===== src/rtl/seg_scan_decoder.sv =====
// Receive side of the 7-segment digit-scan bus: decodes each scanned digit, rebuilds 8-digit frames
// and publishes a debounced value. Optional macro SEG_SCAN_HEX_DECODE_EN accepts A-F glyphs.
module seg_scan_decoder #(
    parameter int unsigned SETTLE        = 2,
    parameter int unsigned STABLE_FRAMES = 2,
    parameter int unsigned TIMEOUT       = 1024
) (
    input  logic        clk,
    input  logic        clr,
    input  logic [7:0]  seg,
    input  logic [7:0]  w_sel,
    output logic [31:0] frame_value,
    output logic        frame_done,
    output logic [7:0]  digit_err,
    output logic [31:0] value,
    output logic        value_valid,
    output logic        value_update,
    output logic        sel_err,
    output logic        timeout
);

    localparam int unsigned IdleW = $clog2(TIMEOUT + 1);

`ifdef SEG_SCAN_HEX_DECODE_EN
    localparam bit HexEn = 1'b1;
`else
    localparam bit HexEn = 1'b0;
`endif

    // Returns {error, nibble}; patterns are active-low g..a with dp stripped.
    function automatic logic [4:0] decode_seg(input logic [6:0] s);
        logic [4:0] r;
        case (s)
            7'h40:   r = 5'h00;
            7'h79:   r = 5'h01;
            7'h24:   r = 5'h02;
            7'h30:   r = 5'h03;
            7'h19:   r = 5'h04;
            7'h12:   r = 5'h05;
            7'h02:   r = 5'h06;
            7'h78:   r = 5'h07;
            7'h00:   r = 5'h08;
            7'h10:   r = 5'h09;
            7'h08:   r = HexEn ? 5'h0A : 5'h1F;
            7'h03:   r = HexEn ? 5'h0B : 5'h1F;
            7'h46:   r = HexEn ? 5'h0C : 5'h1F;
            7'h21:   r = HexEn ? 5'h0D : 5'h1F;
            7'h06:   r = HexEn ? 5'h0E : 5'h1F;
            7'h0E:   r = HexEn ? 5'h0F : 5'h1F;
            default: r = 5'h1F;
        endcase
        return r;
    endfunction

    logic [7:0]       seg_q, sel_q, sel_prev_q;
    logic [3:0]       settle_q, settle_d;
    logic [7:0]       mask_q, mask_d;
    logic [31:0]      nib_q, nib_d;
    logic [7:0]       err_q, err_d;
    logic [3:0]       match_q;
    logic [IdleW-1:0] idle_q, idle_d;

    logic [31:0]      frame_value_q, value_q;
    logic [7:0]       digit_err_q;
    logic             frame_done_q, value_valid_q, value_update_q, sel_err_q, timeout_q;

    logic             sel_onehot, cap_point, cap_ok, frame_full;
    logic [4:0]       dec;

    assign sel_onehot = (sel_q != 8'h00) && ((sel_q & (sel_q - 8'h01)) == 8'h00);
    // One capture per dwell: the count passes SETTLE-1 only once before saturating.
    assign cap_point  = (sel_q == sel_prev_q) && (settle_q == 4'(SETTLE - 1));
    assign cap_ok     = cap_point && sel_onehot;
    assign frame_full = (mask_q == 8'hFF);
    assign dec        = decode_seg(seg_q[6:0]);

    always_comb begin
        settle_d = settle_q;
        if (sel_q != sel_prev_q) begin
            settle_d = 4'd0;
        end else if (settle_q < 4'(SETTLE)) begin
            settle_d = settle_q + 4'd1;
        end
    end

    always_comb begin
        nib_d = nib_q;
        err_d = err_q;
        for (int i = 0; i < 8; i++) begin
            if (cap_ok && sel_q[i]) begin
                nib_d[4*i +: 4] = dec[3:0];
                err_d[i]        = dec[4];
            end
        end
    end

    // A capture coinciding with frame completion starts the next frame.
    always_comb begin
        mask_d = frame_full ? 8'h00 : mask_q;
        if (cap_ok) begin
            mask_d = mask_d | sel_q;
        end
    end

    always_comb begin
        idle_d = idle_q;
        if (cap_ok) begin
            idle_d = '0;
        end else if (idle_q < IdleW'(TIMEOUT)) begin
            idle_d = idle_q + 1'b1;
        end
    end

    always_ff @(posedge clk) begin
        if (clr) begin
            seg_q          <= 8'h00;
            sel_q          <= 8'h00;
            sel_prev_q     <= 8'h00;
            settle_q       <= 4'd0;
            mask_q         <= 8'h00;
            nib_q          <= 32'h0;
            err_q          <= 8'h00;
            match_q        <= 4'd0;
            idle_q         <= '0;
            frame_value_q  <= 32'h0;
            digit_err_q    <= 8'h00;
            frame_done_q   <= 1'b0;
            value_q        <= 32'h0;
            value_valid_q  <= 1'b0;
            value_update_q <= 1'b0;
            sel_err_q      <= 1'b0;
            timeout_q      <= 1'b0;
        end else begin
            seg_q          <= seg;
            sel_q          <= w_sel;
            sel_prev_q     <= sel_q;
            settle_q       <= settle_d;
            mask_q         <= mask_d;
            nib_q          <= nib_d;
            err_q          <= err_d;
            idle_q         <= idle_d;
            frame_done_q   <= 1'b0;
            value_update_q <= 1'b0;
            sel_err_q      <= cap_point && !sel_onehot;

            if (frame_full) begin
                frame_value_q <= nib_q;
                digit_err_q   <= err_q;
                frame_done_q  <= 1'b1;
                if (err_q != 8'h00) begin
                    match_q <= 4'd0;
                end else if (nib_q == frame_value_q) begin
                    if (match_q < 4'(STABLE_FRAMES)) begin
                        match_q <= match_q + 4'd1;
                    end
                end else begin
                    match_q <= 4'd1;
                end
            end

            // match_q was refreshed together with frame_done_q, so it reflects this frame.
            if (frame_done_q && (match_q == 4'(STABLE_FRAMES)) &&
                ((frame_value_q != value_q) || !value_valid_q)) begin
                value_q        <= frame_value_q;
                value_valid_q  <= 1'b1;
                value_update_q <= 1'b1;
            end

            if (idle_d == IdleW'(TIMEOUT)) begin
                timeout_q     <= 1'b1;
                mask_q        <= 8'h00;
                match_q       <= 4'd0;
                value_valid_q <= 1'b0;
            end else if (cap_ok) begin
                timeout_q <= 1'b0;
            end
        end
    end

    assign frame_value  = frame_value_q;
    assign frame_done   = frame_done_q;
    assign digit_err    = digit_err_q;
    assign value        = value_q;
    assign value_valid  = value_valid_q;
    assign value_update = value_update_q;
    assign sel_err      = sel_err_q;
    assign timeout      = timeout_q;

endmodule

===== config.mk =====
export PLATFORM = sky130hd
export DESIGN_NAME = seg_scan_decoder
export DESIGN_NICKNAME = d
export VERILOG_FILES = /design/src/rtl/seg_scan_decoder.sv
export SDC_FILE = /design/constraint.sdc
export NUM_CORES = 1
export LEC_CHECK = 0
export CAP_MARGIN = 20
export CELL_PAD_IN_SITES_DETAIL_PLACEMENT = 1
export CELL_PAD_IN_SITES_GLOBAL_PLACEMENT = 2
export CORE_MARGIN = 5
export CORE_UTILIZATION = 42
export CTS_CLUSTER_SIZE = 10
export DETAILED_ROUTE_END_ITERATION = 10
export DONT_BUFFER_PORTS = 1
export GPL_ROUTABILITY_DRIVEN = 0
export PLACE_DENSITY_LB_ADDON = 0.1
export SETUP_SLACK_MARGIN = 0.1
export SKIP_CTS_REPAIR_TIMING = 1
export SLEW_MARGIN = 10
export SYNTH_ARGS = -nofsm -noshare
export SYNTH_HDL_FRONTEND = slang
export SYNTH_SLANG_ARGS = --single-unit

===== constraint.sdc =====
create_clock -name clk -period 3.6 [get_ports clk]
set_clock_uncertainty 0.1 [all_clocks]
set_input_delay 0.18 -clock clk [delete_from_list [all_inputs] [get_ports clk]]
set_output_delay 0.18 -clock clk [all_outputs]
set_load 0.05 [all_outputs]

# --- After elaboration in Yosys (flattened, before gate mapping) ---
# Index checks and enable logic that the tools add are counted.
totals:
  reg_bits: 167
  latchBits: 0
  ram_bits: 0
  mem_bits_ro: 0
  output_inout_bits: 77
  word_cells: 95
  n_memories: 0
op_classes:
  addsub: 4
  mul: 0
  n_div: 0
  magnitude_cmp: 3
  n_eq_ne: 18
  n_shift: 0
  mux: 12
  bitwise_logic: 2
  n_reduce_logical: 25
ops:
  columns: ["op", "n"]
  rows:
  - ["case mux 5 bit (10 select lines)", 1]
  - ["equality test 32 bit", 1]
  - ["inequality test 32 bit", 1]
  - ["two-way mux 11 bit", 2]
  - ["equality test 7 x 5 -> 1 bit (second input constant)", 3]
  - ["equality test 7 bit (second input constant)", 3]
  - ["two-way mux 8 bit", 2]
  - ["nonzero test 8 bit", 2]
  - ["equality test 7 x 6 -> 1 bit (second input constant)", 2]
  - ["logical AND 1 bit", 14]
  - ["two-way mux 4 bit", 3]
  - ["adder 11 x 1 -> 11 bit (second input constant)", 1]
  - ["equality test 11 bit (second input constant)", 1]
  - ["less-than comparator 11 bit (second input constant)", 1]
  - ["adder 4 x 1 -> 4 bit (second input constant)", 2]
  - ["AND 8 bit", 1]
  - ["equality test 8 bit", 1]
  - ["equality test 8 bit (second input constant)", 1]
  - ["zero test 8 bit", 1]
  - ["less-than comparator 4 x 2 -> 1 bit (second input constant)", 2]
  - ["inequality test 8 bit", 1]
  - ["OR 8 bit", 1]
  - ["subtractor 8 x 1 -> 8 bit (second input constant)", 1]
  - ["equality test 7 x 2 -> 1 bit (second input constant)", 1]
  - ["10 further kinds", 15]

# --- Logic depth before layout (Yosys ltp) ---
depth:
  word_depth: 8
  ltp_mapped: 9
  depth_no_buf: 7

# --- Worst setup path before layout ---
# No wires, ideal clock.
synth_timing:
  path_kind: "flip-flop to flip-flop"
  start: "register frame_value_q[24], in the netlist frame_value[24]"
  end: "register value_update_q, in the netlist value_update"
  setup_time_ps: 115
  arrival_time_ps: 2101
  setup_slack_ps: 1284
  path_stages_with_launch: 9
  period_less_slack_ps: 2316
  cell_sequence: "dfxtp_1 xor2_1 nor4_1 nand4_1 a2111oi_2 a21oi_1 buf_6 buf_12 and2_1"
synth_via:
  elab_chain_len: 4
synth_lines:
  columns: ["item", "line_no", "text"]
  rows:
  - ["start, declared", "63", "logic [31:0] frame_value_q, value_q;"]
  - ["start signal, assigned", "147", "frame_value_q <= nib_q;"]
  - ["inequality test 32 bit", "163", "((frame_value_q != value_q) || !value_valid_q)) begin"]
  - ["logical OR 1 bit", "163", null]
  - ["logical AND 1 bit", "162", "if (frame_done_q && (match_q == 4'(STABLE_FRAMES)) &&"]
  - ["two-way mux 1 bit", "162", null]
  - ["end signal, assigned", "130", "value_update_q <= 1'b0;"]
  - ["end signal, assigned", "143", "value_update_q <= 1'b0;"]
  - ["end signal, assigned", "166", "value_update_q <= 1'b1;"]
  - ["end, declared", "65", "logic frame_done_q, value_valid_q, value_update_q, sel_err_q, timeout_q;"]
# Every way passes these cells.
# A chain may end at the register's enable or synchronous reset.

# --- Worst setup path after layout ---
layout_timing:
  start: "register value_q[29], in the netlist value[29]"
  end: "register value_q[18], in the netlist value[18]"
layout_via:
  elab_chain_len: 3
layout_lines:
  columns: ["item", "line_no", "text"]
  rows:
  - ["start, declared", "63", null]
  - ["start signal, assigned", "164", "value_q <= frame_value_q;"]
  - ["inequality test 32 bit", "163", null]
  - ["logical OR 1 bit", "163", null]
  - ["logical AND 1 bit", "162", null]
# Every way passes these cells.

==> qor.json <==
{
  "worst_setup_path": {
    "critical_path_class": "reg2reg",
    "max_stage_delay_ns": 0.50,
    "reg2reg_from": "value[29]",
    "worstSetupEndpoint": "value[18]",
    "critical_path_source": "value[29]",
    "worstPathRequired_ns": 3.83,
    "crit_slowest_cell": "sky130_fd_sc_hd__a2111oi_2",
    "crit_path_cell_trace": "buf_4, xor2_1, nor4_1, nand4_1, a2111oi_2, a21oi_4, buf_4, mux2i_1",
    "critical_path.endpoint_type": "register",
    "reg2reg_setup_slack_ns": 0.78,
    "worst-endpoint-arrival_ns": 3.05,
    "worstRegToRegCells": 8,
    "most_common_cell_type_on_the_critical_path": "sky130_fd_sc_hd__buf_4",
    "r2r_end": "value[18]",
    "cp_max_fo": 15,
    "start_kind": "register"
  },
  "pwr": {
    "power.ir.vdd_worst_mv": 0.330,
    "power_density_nw_per_um2": 455,
    "p_leak_nw": 3.42
  },
  "logic_synthesis": {
    "netlist_area_sq_um": 7280,
    "syn-num-nets": 838,
    "netlist_top_cells_area": "sky130_fd_sc_hd__dfxtp_1, sky130_fd_sc_hd__mux2i_1, sky130_fd_sc_hd__nand2_1, sky130_fd_sc_hd__xnor2_1, sky130_fd_sc_hd__nor2_1",
    "synth_top_cells_by_count": "sky130_fd_sc_hd__dfxtp_1, sky130_fd_sc_hd__nand2_1, sky130_fd_sc_hd__nor2_1, sky130_fd_sc_hd__mux2i_1, sky130_fd_sc_hd__a21oi_1",
    "synth-main-ff-cell": "sky130_fd_sc_hd__dfxtp_1",
    "ffs_w_async_s_r_synth": 0,
    "yosys.area_share.simple": 0.215,
    "muxShareOfSynthArea": 0.0936,
    "synth-seq-cells": 167,
    "yosys.area.top_type_share": 0.459,
    "postSynthAreaPerCell_sq_um": 8.94,
    "synth-compound-area-share": 0.0886,
    "synth.most_common_cell": "sky130_fd_sc_hd__dfxtp_1",
    "largest_area_contributor_in_the_synthesized_netlist": "sky130_fd_sc_hd__dfxtp_1",
    "synth-adder-area-share": 0.00996,
    "yosysWarningCount": 0,
    "synth_sequential_area_ratio": 0.459,
    "synth_top_family_by_area": "simple AND/OR/NAND/NOR gates",
    "synthesized_instance_count": 815,
    "synth_enable_flop_cells": 0,
    "synth-xor-area-share": 0.0962,
    "ys_types": 55
  },
  "grt": {
    "grt_start_max_net_pins": 121,
    "grt.total_usage": 0.213,
    "grt_overflow_total": 0,
    "first_global_vias": 6034,
    "first_pass_grt_wire_length_um": 33600,
    "grt_antenna_before_repair": 0
  },
  "timing": {
    "fmaxAchievable_mhz": 355,
    "grt_setup_unrepaired": "no",
    "final-hold-violation-count": 0,
    "timing.setup.tns_ns": 0,
    "setup_violations": 0,
    "post-route-period-util": 0.783,
    "min_period_ns": 2.82,
    "slew_at_the_pin_closest_to_its_max_slew_limit_ns": 0.939,
    "relSlewSlack": 0.371,
    "max_slew_vio_count": 0
  },
  "finish": {
    "area_growth_pct": 17.2,
    "insertedDiodeCount": 0,
    "final_core_util": 0.497,
    "final_nets": 885,
    "post_route_cells_drive_above_1_share": 0.117
  },
  "route": {
    "viasPerCell": 5.24,
    "drc_errors": 0,
    "first_iter_violations": 233,
    "detail_route.first_pass.iterations": 4,
    "antenna_left": 0,
    "vias": 5758,
    "wirelength_um": 21100,
    "wire_per_inst_um": 19.2
  },
  "floorplanning": {
    "dieHeight_um": 142,
    "floorplan.initialDensity": 0.424,
    "core.rowCount": 48,
    "horizontal_extent_of_the_die_um": 142,
    "die-area_sq_um": 20100,
    "fp.coreArea_sq_um": 17200,
    "boundaryPins": 95
  },
  "placement": {
    "placement.io_buffers": 0,
    "place_hpwl_um": 15300
  },
  "clocking": {
    "tritoncts": "built",
    "cts.path.max_buffers": 2,
    "worst_skew_pair.late_latency_ns": 0.43,
    "worst_setup_hold_path_clk_slew_ns": 0.07,
    "cts_max_level": 4,
    "cts.root.buffer_cell": "sky130_fd_sc_hd__clkbuf_16",
    "numClockSinks": 167,
    "cts_made_buffers": 17
  },
  "worst_hold_path": {
    "hold_path.class": "in2reg",
    "timing.hold.worst_path_depth": 2
  },
  "job": {
    "number_of_maximum_capacitance_constraint_violations": 0
  },
  "status": {
    "outcome": "completed"
  }
}
## worst max-delay path, delay by kind of cell (launching register included)
family,cells,cell delay [ns]
AO/OA/AOI/OAI,2,0.76
AND/OR/NAND/NOR,2,0.65
buffers and inverters,2,0.51
flip-flops,1,0.30
multiplexers,1,0.23
XOR/XNOR,1,0.17
## flip-flops by register name, indices dropped and copies added, names as in the netlist, 4 cells and up
register / count
frame_value: 32
nib_q: 32
value: 32
idle_q: 11
digit_err: 8
err_q: 8
mask_q: 8
sel_prev_q: 8
sel_q: 8
seg_q: 7
match_q: 4
settle_q: 4
## logic make-up (layout without fill, tap and decap cells)
logic type	Yosys count	after routing
and+or+nand+nor	342	342
DFF	167	167
AOI/OAI and AO/OA	97	97
xor gates and xnor gates	80	80
muxes	68	68
buffers and inverters	55	114
adders and majority gates	6	6
## area by class of cell
| cell class | count | area (sq um) |
|---|---|---|
| Clock buffer | 23 | 468 |
| Clock inverter | 8 | 123 |
| Fill cell | 1989 | 8640 |
| Inverter | 11 | 41.3 |
| Multi-Input combinational cell | 593 | 3680 |
| Sequential cell | 167 | 3340 |
| Tap cell | 225 | 282 |
| Timing Repair Buffer | 72 | 598 |
## worst min-delay path by stage
stage / start / endpoint / slack, ns
after floorplan: seg[0] / seg_q[0] / 0.21
after global placement: clr / value[25] / 0.17
after detailed placement: clr / frame_value[2] / 0.17
after CTS: clr / frame_value[2] / -0.28
after global routing: clr / nib_q[25] / 0.1
final: clr / frame_done / 0.09
## metrics by stage
step | hold slack [ns] | worst slack, ns | instances | instance area [sq um] | total power [mW]
after floorplan | 0.208 | 1.28 | 815 | 7280 | 2.02
after global placement | 0.165 | 0.841 | 1052 | 7770 | 2.03
after detailed placement | 0.171 | 0.783 | 1052 | 7770 | 2.03
after CTS | -0.281 | 0.750 | 1083 | 8360 | 3.88
after global routing | 0.0987 | 0.608 | 1099 | 8540 | 4.01
final | 0.0906 | 0.780 | 1099 | 8540 | 3.88
## where the power goes
group,switching (mW),internal (mW),leakage (nW),total (mW)
clock network,0.736,1.12,0.279,1.86
registers,0.0241,1.86,1.35,1.89
logic,0.0882,0.0500,1.79,0.138
## cells in the final DEF, fill, tap and decap left out, types with 3 or more instances in the layout
cell / synthesis / routed
sky130_fd_sc_hd__or4_1: 4 / 4
sky130_fd_sc_hd__nor3_1: 12 / 12
sky130_fd_sc_hd__clkbuf_1: 34 / 4
sky130_fd_sc_hd__mux2i_1: 67 / 67
sky130_fd_sc_hd__and3_1: 3 / 3
sky130_fd_sc_hd__clkbuf_16: 0 / 17
sky130_fd_sc_hd__nor4_1: 9 / 9
sky130_fd_sc_hd__inv_1: 11 / 11
sky130_fd_sc_hd__xor2_1: 28 / 28
sky130_fd_sc_hd__clkinvlp_4: 0 / 3
sky130_fd_sc_hd__nand4b_1: 5 / 5
sky130_fd_sc_hd__nand4_1: 18 / 18
sky130_fd_sc_hd__nand3_1: 10 / 10
sky130_fd_sc_hd__nor2b_1: 28 / 28
sky130_fd_sc_hd__a21oi_1: 55 / 54
sky130_fd_sc_hd__dlygate4sd3_1: 0 / 15
sky130_fd_sc_hd__nor2_1: 74 / 73
sky130_fd_sc_hd__a211oi_1: 8 / 8
sky130_fd_sc_hd__xnor2_1: 52 / 52
sky130_fd_sc_hd__ha_1: 5 / 5
sky130_fd_sc_hd__dfxtp_1: 167 / 167
sky130_fd_sc_hd__a31oi_1: 3 / 3
sky130_fd_sc_hd__o21ai_0: 3 / 3
sky130_fd_sc_hd__o211ai_2: 8 / 8
sky130_fd_sc_hd__bufinv_16: 0 / 3
sky130_fd_sc_hd__buf_4: 1 / 56
sky130_fd_sc_hd__nand2_1: 163 / 163
## per-layer routing
layer,GRT usage,share of wire,wire length [um]
met5,0,0,0
met4,0.0455,0.0078,165
met3,0.0563,0.047,997
met1,0.275,0.45,9580
met2,0.360,0.49,10300
Note: power is estimated with default switching activity, not from simulation.
